<file path="config.mk">
export PLATFORM = sky130hd
export DESIGN_NAME = trap_sequencer
export DESIGN_NICKNAME = d
export VERILOG_FILES = /design/src/rtl/trap_sequencer.sv
export SDC_FILE = /design/constraint.sdc
export NUM_CORES = 1
export LEC_CHECK = 0
export BUFFER_PORTS_ARGS = -buffer_cell sky130_fd_sc_hd__buf_2
export CELL_PAD_IN_SITES_DETAIL_PLACEMENT = 0
export CELL_PAD_IN_SITES_GLOBAL_PLACEMENT = 1
export CORE_ASPECT_RATIO = 0.9
export CORE_MARGIN = 2
export CORE_UTILIZATION = 27
export DETAILED_ROUTE_END_ITERATION = 8
export GPL_TIMING_DRIVEN = 0
export PLACE_DENSITY_LB_ADDON = 0.2
export SYNTH_ARGS = -nofsm -noshare
export SYNTH_HDL_FRONTEND = slang
export SYNTH_SLANG_ARGS = --single-unit
</file>
<file path="constraint.sdc">
create_clock -name clk -period 2.7 [get_ports clk]
set_clock_uncertainty 0.05 [all_clocks]
set_input_delay 0.405 -clock clk [delete_from_list [all_inputs] [get_ports clk]]
set_output_delay 0.405 -clock clk [all_outputs]
set_load 0.05 [all_outputs]
</file>
<file path="src/rtl/trap_sequencer.sv">
// rtl/trap_sequencer.sv - machine-mode trap entry/exit sequencer; optional TRAP_VECTORED_EN vectors interrupts
module trap_sequencer #(
  parameter int XLEN        = 32,
  parameter int CAUSE_ECALL = 11,
  parameter int CAUSE_MEXT  = 11
) (
  input  logic            clk,
  input  logic            rst,
  input  logic            instr_valid,
  input  logic            is_ecall,
  input  logic            is_mret,
  input  logic            ext_irq,
  input  logic [XLEN-1:0] pc,
  input  logic [XLEN-1:0] mtvec,
  input  logic [XLEN-1:0] mepc,
  input  logic [XLEN-1:0] mstatus,
  output logic            stall,
  output logic            csr_we,
  output logic [11:0]     csr_waddr,
  output logic [XLEN-1:0] csr_wdata,
  output logic            pc_redirect,
  output logic [XLEN-1:0] redirect_pc,
  output logic            busy
);

  localparam logic [11:0] ADDR_MSTATUS = 12'h300;
  localparam logic [11:0] ADDR_MEPC    = 12'h341;
  localparam logic [11:0] ADDR_MCAUSE  = 12'h342;

  localparam logic [XLEN-1:0] ECALL_CODE = XLEN'(CAUSE_ECALL);
  localparam logic [XLEN-1:0] IRQ_CODE   = {1'b1, {(XLEN-1){1'b0}}} | XLEN'(CAUSE_MEXT);

  typedef enum logic [2:0] {
    S_IDLE, S_EPC, S_CAUSE, S_STAT, S_JUMP, S_RET, S_RJUMP
  } state_t;

  state_t          state;
  logic [XLEN-1:0] pc_q;
  logic [XLEN-1:0] cause_q;
  logic            irq_q;

  logic irq_take;
  logic trigger;
  logic trap_take;

  assign irq_take  = ext_irq & mstatus[3];
  assign trap_take = irq_take | is_ecall;
  assign trigger   = (state == S_IDLE) & instr_valid & (trap_take | is_mret);

  logic [XLEN-1:0] base_pc;
  logic [XLEN-1:0] jump_pc;
  assign base_pc = {mtvec[XLEN-1:2], 2'b00};

`ifdef TRAP_VECTORED_EN
  // Vectored mode only applies to interrupts; mode 2'b1x falls back to direct.
  assign jump_pc = (irq_q && mtvec[1:0] == 2'b01) ? base_pc + XLEN'(4 * CAUSE_MEXT) : base_pc;
`else
  logic unused_mtvec_mode;
  assign unused_mtvec_mode = ^mtvec[1:0];
  assign jump_pc = base_pc;
`endif

  // State register plus trigger-time capture of pc, cause and interrupt flag.
  always_ff @(posedge clk or posedge rst) begin
    if (rst) begin
      state   <= S_IDLE;
      pc_q    <= '0;
      cause_q <= '0;
      irq_q   <= 1'b0;
    end else begin
      case (state)
        S_IDLE: begin
          if (trigger) begin
            pc_q    <= pc;
            irq_q   <= irq_take;
            cause_q <= irq_take ? IRQ_CODE : ECALL_CODE;
            state   <= trap_take ? S_EPC : S_RET;
          end
        end
        S_EPC:   state <= S_CAUSE;
        S_CAUSE: state <= S_STAT;
        S_STAT:  state <= S_JUMP;
        S_JUMP:  state <= S_IDLE;
        S_RET:   state <= S_RJUMP;
        S_RJUMP: state <= S_IDLE;
        default: state <= S_IDLE;
      endcase
    end
  end

  // Output decode; combinational so reset and the trigger cycle act without delay.
  always_comb begin
    stall       = 1'b0;
    csr_we      = 1'b0;
    csr_waddr   = '0;
    csr_wdata   = '0;
    pc_redirect = 1'b0;
    redirect_pc = '0;
    busy        = 1'b0;
    if (!rst) begin
      busy = (state != S_IDLE);
      case (state)
        S_IDLE:  stall = trigger;
        S_EPC: begin
          stall = 1'b1; csr_we = 1'b1; csr_waddr = ADDR_MEPC; csr_wdata = pc_q;
        end
        S_CAUSE: begin
          stall = 1'b1; csr_we = 1'b1; csr_waddr = ADDR_MCAUSE; csr_wdata = cause_q;
        end
        S_STAT: begin
          stall = 1'b1; csr_we = 1'b1; csr_waddr = ADDR_MSTATUS;
          csr_wdata    = mstatus;
          csr_wdata[7] = mstatus[3];
          csr_wdata[3] = 1'b0;
        end
        S_JUMP: begin
          stall = 1'b1; pc_redirect = 1'b1; redirect_pc = jump_pc;
        end
        S_RET: begin
          stall = 1'b1; csr_we = 1'b1; csr_waddr = ADDR_MSTATUS;
          csr_wdata    = mstatus;
          csr_wdata[3] = mstatus[7];
          csr_wdata[7] = 1'b1;
        end
        S_RJUMP: begin
          stall = 1'b1; pc_redirect = 1'b1; redirect_pc = mepc;
        end
        default: ;
      endcase
    end
  end

endmodule

</file>
==> impl_metrics.json, run 1 <==
{
  "status": "finished, final reports clean",
  "tns_ps": 0,
  "layout_min_cycle_time_ps": 2530,
  "place_area_um2": 3850,
  "multi_input_area_um2": 1490,
  "track_usage_pct": 16.9,
  "drt-initial-drc-count": 105,
  "drtAntennaViolNets": 0,
  "fill_cells": 1015,
  "wl_per_cell_um": 15.3,
  "slew_viol_final": 0,
  "cts_setup_buffers": 0,
  "cts_tree": "yes",
  "area_delta_synth_final_pct": 49.9,
  "yosys.area_share.simple_pct": 16.3,
  "startpoint": "state[2]",
  "synth_largest_area_cell": "dfrtp_1",
  "worstPathArrival_ps": 2070,
  "dr_wl_met3_um": 819,
  "path_cells": "buf_6 -> nor3_4 -> and3_1 -> buf_6 -> buf_6 -> o21a_1 -> buf_2",
  "hold_viol": 0,
  "fmax_mhz": 396,
  "p_int_mw": 2.06,
  "power_density_nw_per_um2": 1030,
  "p_comb_share_pct": 66.2,
  "port_buffers": 204,
  "layout.area.seq_um2": 926,
  "clk_latency_ps": 290,
  "period_share_pct": 93.5,
  "syn_inst": 280,
  "p_sw_mw": 2.04,
  "die_w_um": 108,
  "io_pins": 214,
  "gr-total-overflow": 0,
  "clkTransAtPathRegs_ps": 80,
  "synth_compound_area_share_pct": 20.1,
  "final_layout_size_suffix_gt1_share_pct": 54.8,
  "clkSinkCount": 37,
  "dpl.hpwl_mm": 7.40,
  "reg2reg_depth": 6,
  "power_mw": 4.09,
  "drv_cap": 0,
  "cp_slowest_stage_delay_ps": 370,
  "synthXorXnorAreaFrac_pct": 0.663,
  "synth_seq_cells": 37,
  "synth_warnings": 0,
  "wl_met1_mm": 3.78,
  "synth_edf_count": 0,
  "design_area_um2": 3960,
  "row_count": 34,
  "grt_max_degree": 21,
  "r2r_end": "pc_q[20]",
  "end_kind": "primary output",
  "worst_slew_pin_slew_ps": 908,
  "cts_buffers": 5,
  "grt_pass1_wl_mm": 14.0,
  "core_um2": 9610,
  "cts_buffer_depth": 2,
  "syn_avg_cell_area_um2": 9.44,
  "synth_top_family_by_area": "compound AO/OA/AOI/OAI gates",
  "drc": 0,
  "synth_top_cell_area_share_pct": 35.0,
  "synthArstFlopShare_pct": 100,
  "rrSetupSlack_ps": 830,
  "num_vias": 2988,
  "setup-violations-final": 0,
  "p_leak_nw": 2.02,
  "worstSetupPathType": "flop to primary output",
  "cp_common_cell": "buf_6",
  "rsz0062_at_grt": "false",
  "cts_root_buffer": "clkbuf_8",
  "yosysUniqueCellTypes": 35,
  "dr.pass1.iters": 4,
  "place_congestion": 0.770,
  "h-tree-depth": 2,
  "routed_wl_mm": 9.57,
  "switching_share_pct": 49.8,
  "p_seq_share_pct": 24.4,
  "grt_pass1_vias": 2807,
  "wl_met2_mm": 4.95,
  "p_clk_share_pct": 9.4,
  "critPathSlowestCell": "dfrtp_1",
  "muxShareOfSynthArea_pct": 17.9,
  "die_h_um": 97.9,
  "r2r_start": "state[2]",
  "finalNetCount": 633,
  "relSlewSlack_pct": 39.2,
  "die_area_um2": 10600,
  "cp_max_fo": 10,
  "via_per_inst": 4.77,
  "synth-adder-area-share_pct": 0,
  "syn_area_um2": 2640,
  "cp-start-kind": "flop",
  "ys_seq_area_share_pct": 35.0,
  "hold_class": "input pin to asynchronous set/reset pin",
  "yosys-top-cells-area": "dfrtp_1, mux2_4, a32oi_1",
  "postCtsHoldBufs": 0,
  "antenna_found_initial": 0,
  "initial_utilization_pct": 27.5,
  "synthFlopType": "dfrtp_1",
  "vdd.ir_drop.worst_uv": 409,
  "highest_layer": "met4",
  "cp.required_ps": 2250
}
worst max-delay path by stage:
stage / slack [ps] / to / cells after the start
after floorplan: 260 / redirect_pc[0] / 4
after global placement: -440 / redirect_pc[26] / 6
after detailed placement: -430 / redirect_pc[26] / 6
after CTS: 20 / redirect_pc[26] / 6
after global routing: 20 / redirect_pc[13] / 6
final: 170 / stall / 7
sequential cells by signal, summed over array words and instances, names as in the netlist:
signal	flops
pc_q	32
cause_q	2
state	3
power groups by stage:
stage | registers (mW) | clock network (mW) | logic, mW
2_1_floorplan | 0.952 | 0 | 2.11
3_3_place_gp | 1.00 | 0 | 2.69
3_5_place_dp | 1.00 | 0 | 2.71
4_1_cts | 1.00 | 0.400 | 2.71
5_1_grt | 1.04 | 0.425 | 2.92
6_report | 1.00 | 0.383 | 2.71
layer usage:
layer | vias to the layer above | global-route usage (%)
li1 | 1454 | -
met2 | 127 | 31.8
met4 | 0 | 2.96
met5 | - | 0
met3 | 2 | 4.27
met1 | 1405 | 19.2
worst max-delay path: cells and delay by family (launching register included):
family / cells / cell delay [ps]
buffers and inverters: 4 / 750
AND/OR/NAND/NOR: 2 / 540
flip-flops: 1 / 370
AO/OA/AOI/OAI: 1 / 130
metrics by stage:
stage / hold slack [ps] / worst slack, ps / utilization (%) / instances
global route: 86.6 / 18.3 / 41.2 / 626
global placement: 403 / -436 / 40.0 / 616
finish: 79.7 / 175 / 41.2 / 627
CTS: 144 / 18.9 / 41.0 / 625
detailed placement: 404 / -428 / 40.0 / 616
floorplan: 326 / 255 / - / 286
cells in the final DEF, fill, tap and decap left out, types with 7 or more instances in the layout:
master / count
buf_2: 208
a32oi_1: 27
buf_4: 9
nor2_1: 62
conb_1: 7
clkbuf_1: 14
dfrtp_1: 37
mux2_4: 27
a22oi_1: 30
area by class of cell:
| type | count | area share (%) |
|---|---|---|
| flip-flops and latches | 37 | 23.4 |
| diodes | 1 | 0.0632 |
| clock inverters | 2 | 0.253 |
| repair buffers | 204 | 25.8 |
| inverters | 5 | 0.568 |
| multi-input cells | 205 | 37.6 |
| well taps | 126 | 3.98 |
| repair inverters | 2 | 0.253 |
| clock buffers | 6 | 1.83 |
| plain buffers | 39 | 6.32 |
timing repair:
action                                  in CTS  in global routing
endpoints found under the setup margin      33                 52
cloned                                       1                  1
pin swaps                                    0                  0
gates resized for setup                      1                 12
cells in the mapped netlist, types with 2 or more instances:
| master | number |
|---|---|
| a21oi_1 | 2 |
| a22oi_1 | 30 |
| a31oi_1 | 4 |
| a32oi_1 | 27 |
| and3_1 | 5 |
| buf_1 | 2 |
| buf_12 | 2 |
| buf_2 | 5 |
| buf_4 | 9 |
| buf_6 | 3 |
| clkbuf_1 | 18 |
| dfrtp_1 | 37 |
| inv_1 | 5 |
| mux2_2 | 6 |
| mux2_4 | 27 |
| nand2_1 | 6 |
| nand2b_1 | 2 |
| nand3_1 | 6 |
| nand3b_1 | 3 |
| nand4_1 | 2 |
| nor2_1 | 62 |
| nor3_1 | 3 |
| nor3b_1 | 2 |
logic make-up after synthesis:
logic type	count (synthesis)
AOI/OAI and AO/OA	68
xor gates and xnor gates	2
buffers and inverters	44
DFF	37
muxes	33
other	1
and+or+nand+nor	95
(Power assumes the default switching activity.)
==> run 2, diff against run 1 <==
SETUP_SLACK_MARGIN = 0.2   (was unset)
==> run 2 against run 1 <==
Net effect: critical endpoint is now redirect_pc[26]; die area stayed put; core utilization up 1.1 points; setup slack better by 120 ps; register-to-register slack improved by 50 ps; largest power group unchanged; critical path type unchanged.
==> impl_metrics.json, run 2 (synthesized netlist as in run 1, its figures left out) <==
{
  "finalNetCount": 634,
  "drt-initial-drc-count": 115,
  "fmax_mhz": 416,
  "end_kind": "primary output",
  "cp-start-kind": "flop",
  "setup-violations-final": 0,
  "die_area_um2": 10600,
  "hold_viol": 0,
  "layout_common_cells": "buf_2, nor2_1, dfrtp_1",
  "status": "finished, final reports clean",
  "worst_slew_pin_slew_ps": 911,
  "worstPathArrival_ps": 1950,
  "area_delta_synth_final_pct": 53.8,
  "num_vias": 3010,
  "relSlewSlack_pct": 39.0,
  "initial_utilization_pct": 27.5,
  "antennaDiodeCount": 0,
  "drc": 0,
  "cp.required_ps": 2250,
  "dpl.hpwl_mm": 7.40,
  "layout_commonest_cell": "buf_2",
  "grtUsageMet2_pct": 31.8,
  "rrSetupSlack_ps": 880,
  "core_um2": 9610,
  "path_cells": "buf_6 -> nor3b_2 -> clkbuf_2 -> a22oi_1 -> nor2_1 -> buf_2",
  "p_leak_nw": 2.07,
  "layout_min_cycle_time_ps": 2400,
  "grt_busiest_layer": "met2",
  "hold_ws_ps": 79.1,
  "period_share_pct": 89.0,
  "worstSetupPathType": "flop to primary output",
  "cts_tree": "yes",
  "postCtsHoldBufs": 0,
  "h-tree-depth": 2,
  "die_h_um": 97.9,
  "grt_pass1_vias": 2798,
  "largest-register": "pc_q",
  "drtAntennaViolNets": 0,
  "cts_buffers": 5,
  "power_mw": 4.24,
  "fill_cells": 1001,
  "cts_root_buffer": "clkbuf_8",
  "rsz0062_at_grt": "true",
  "grt_pass1_wl_mm": 14.1,
  "via_per_inst": 4.80,
  "antenna_found_initial": 0,
  "drv_cap": 0,
  "grt_util_met1_pct": 19.4,
  "power_density_nw_per_um2": 1040,
  "clk_latency_ps": 290,
  "top_regs": "pc_q: 32 flops, state: 3 flops, cause_q: 2 flops",
  "io_pins": 214,
  "dr.pass1.iters": 4,
  "slew_viol_final": 0,
  "clkTransAtPathRegs_ps": 80,
  "place_congestion": 0.770,
  "critPathSlowestCell": "dfrtp_1",
  "cts_buffer_depth": 2,
  "track_usage_pct": 17.0,
  "grt_max_degree": 21,
  "gr-usage-met3_pct": 4.27,
  "cp_max_fo": 10,
  "cp_slowest_stage_delay_ps": 380,
  "clkSinkCount": 37,
  "final_layout_size_suffix_gt1_share_pct": 57.7,
  "vdd.ir_drop.worst_uv": 398,
  "gr-total-overflow": 0,
  "die_w_um": 108,
  "port_buffers": 204,
  "hold_class": "input pin to asynchronous set/reset pin",
  "largest_reg_flops": 32,
  "wl_per_cell_um": 15.2,
  "row_count": 34,
  "routed_wl_mm": 9.53
}
run 2: cell count changes in the layout (fill, tap and decap cells not counted), sizes merged:
cell    previous run  this run
diode              1         0
clkbuf            25        28
buf              224       222
run 2: worst paths after layout:
path                            startpoint         endpoint  cells past startpoint
worst max-delay path              state[1]  redirect_pc[26]                      6
max in group asynchronous              rst         pc_q[23]                      2
worst min-delay path                   rst         state[1]                      2
worst max register to register    state[1]         pc_q[29]                      6
min in group clk                     pc[2]          pc_q[2]                      2
worst min register to register  cause_q[3]       cause_q[3]                      1
run 2: final cells by class:
type / instances / area [um^2] / area share, %
tap: 126 / 158 / 3.88
buffer: 39 / 299 / 7.36
clock inverter: 2 / 10.0 / 0.246
clock buffer: 6 / 72.6 / 1.79
timing repair buffer: 205 / 1060 / 26.1
inverter: 5 / 22.5 / 0.554
timing repair inverter: 2 / 10.0 / 0.246
multi-input combinational: 205 / 1510 / 37.0
sequential: 37 / 926 / 22.8
run 2: per-stage QoR:
stage | instance area, um^2 | cells | utilization (%) | worst slack (ps) | setup TNS, ps
6_report | 4070 | 627 | 42.3 | 296 | 0
4_1_cts | 3970 | 626 | 41.3 | 74.6 | 0
5_1_grt | 4070 | 627 | 42.3 | 181 | 0
2_1_floorplan | 2670 | 286 | - | 255 | 0
3_5_place_dp | 3850 | 616 | 40.0 | -428 | -11100
3_3_place_gp | 3850 | 616 | 40.0 | -436 | -11240
run 2: timing repair:
action / CTS / global route
setup buffers: 0 / 1
endpoints found under the setup margin: 59 / 66
gates resized for setup: 12 / 51
hold endpoints to repair: 0 / 0
gates cloned: 2 / 0
pin swaps: 0 / 3
run 2: worst max-delay path: cells and delay by family, from the launching register on:
kind	cells	cell delay [ps]
buffers and inverters	3	720
AO/OA/AOI/OAI	1	100
AND/OR/NAND/NOR	2	450
flip-flops	1	380
run 2: metal layers:
| metal | vias to the layer above | share of wire (%) |
|---|---|---|
| met1 | 1408 | 39 |
| met2 | 146 | 52 |
| met4 | 0 | 0.41 |
| met3 | 4 | 8.8 |
| li1 | 1452 | - |
| met5 | - | 0 |
run 2: power breakdown:
group,leakage (nW),switching [mW],internal [mW]
Sequential,0.437,0.170,0.833
Combinational,1.59,1.69,1.16
Clock,0.0450,0.203,0.179
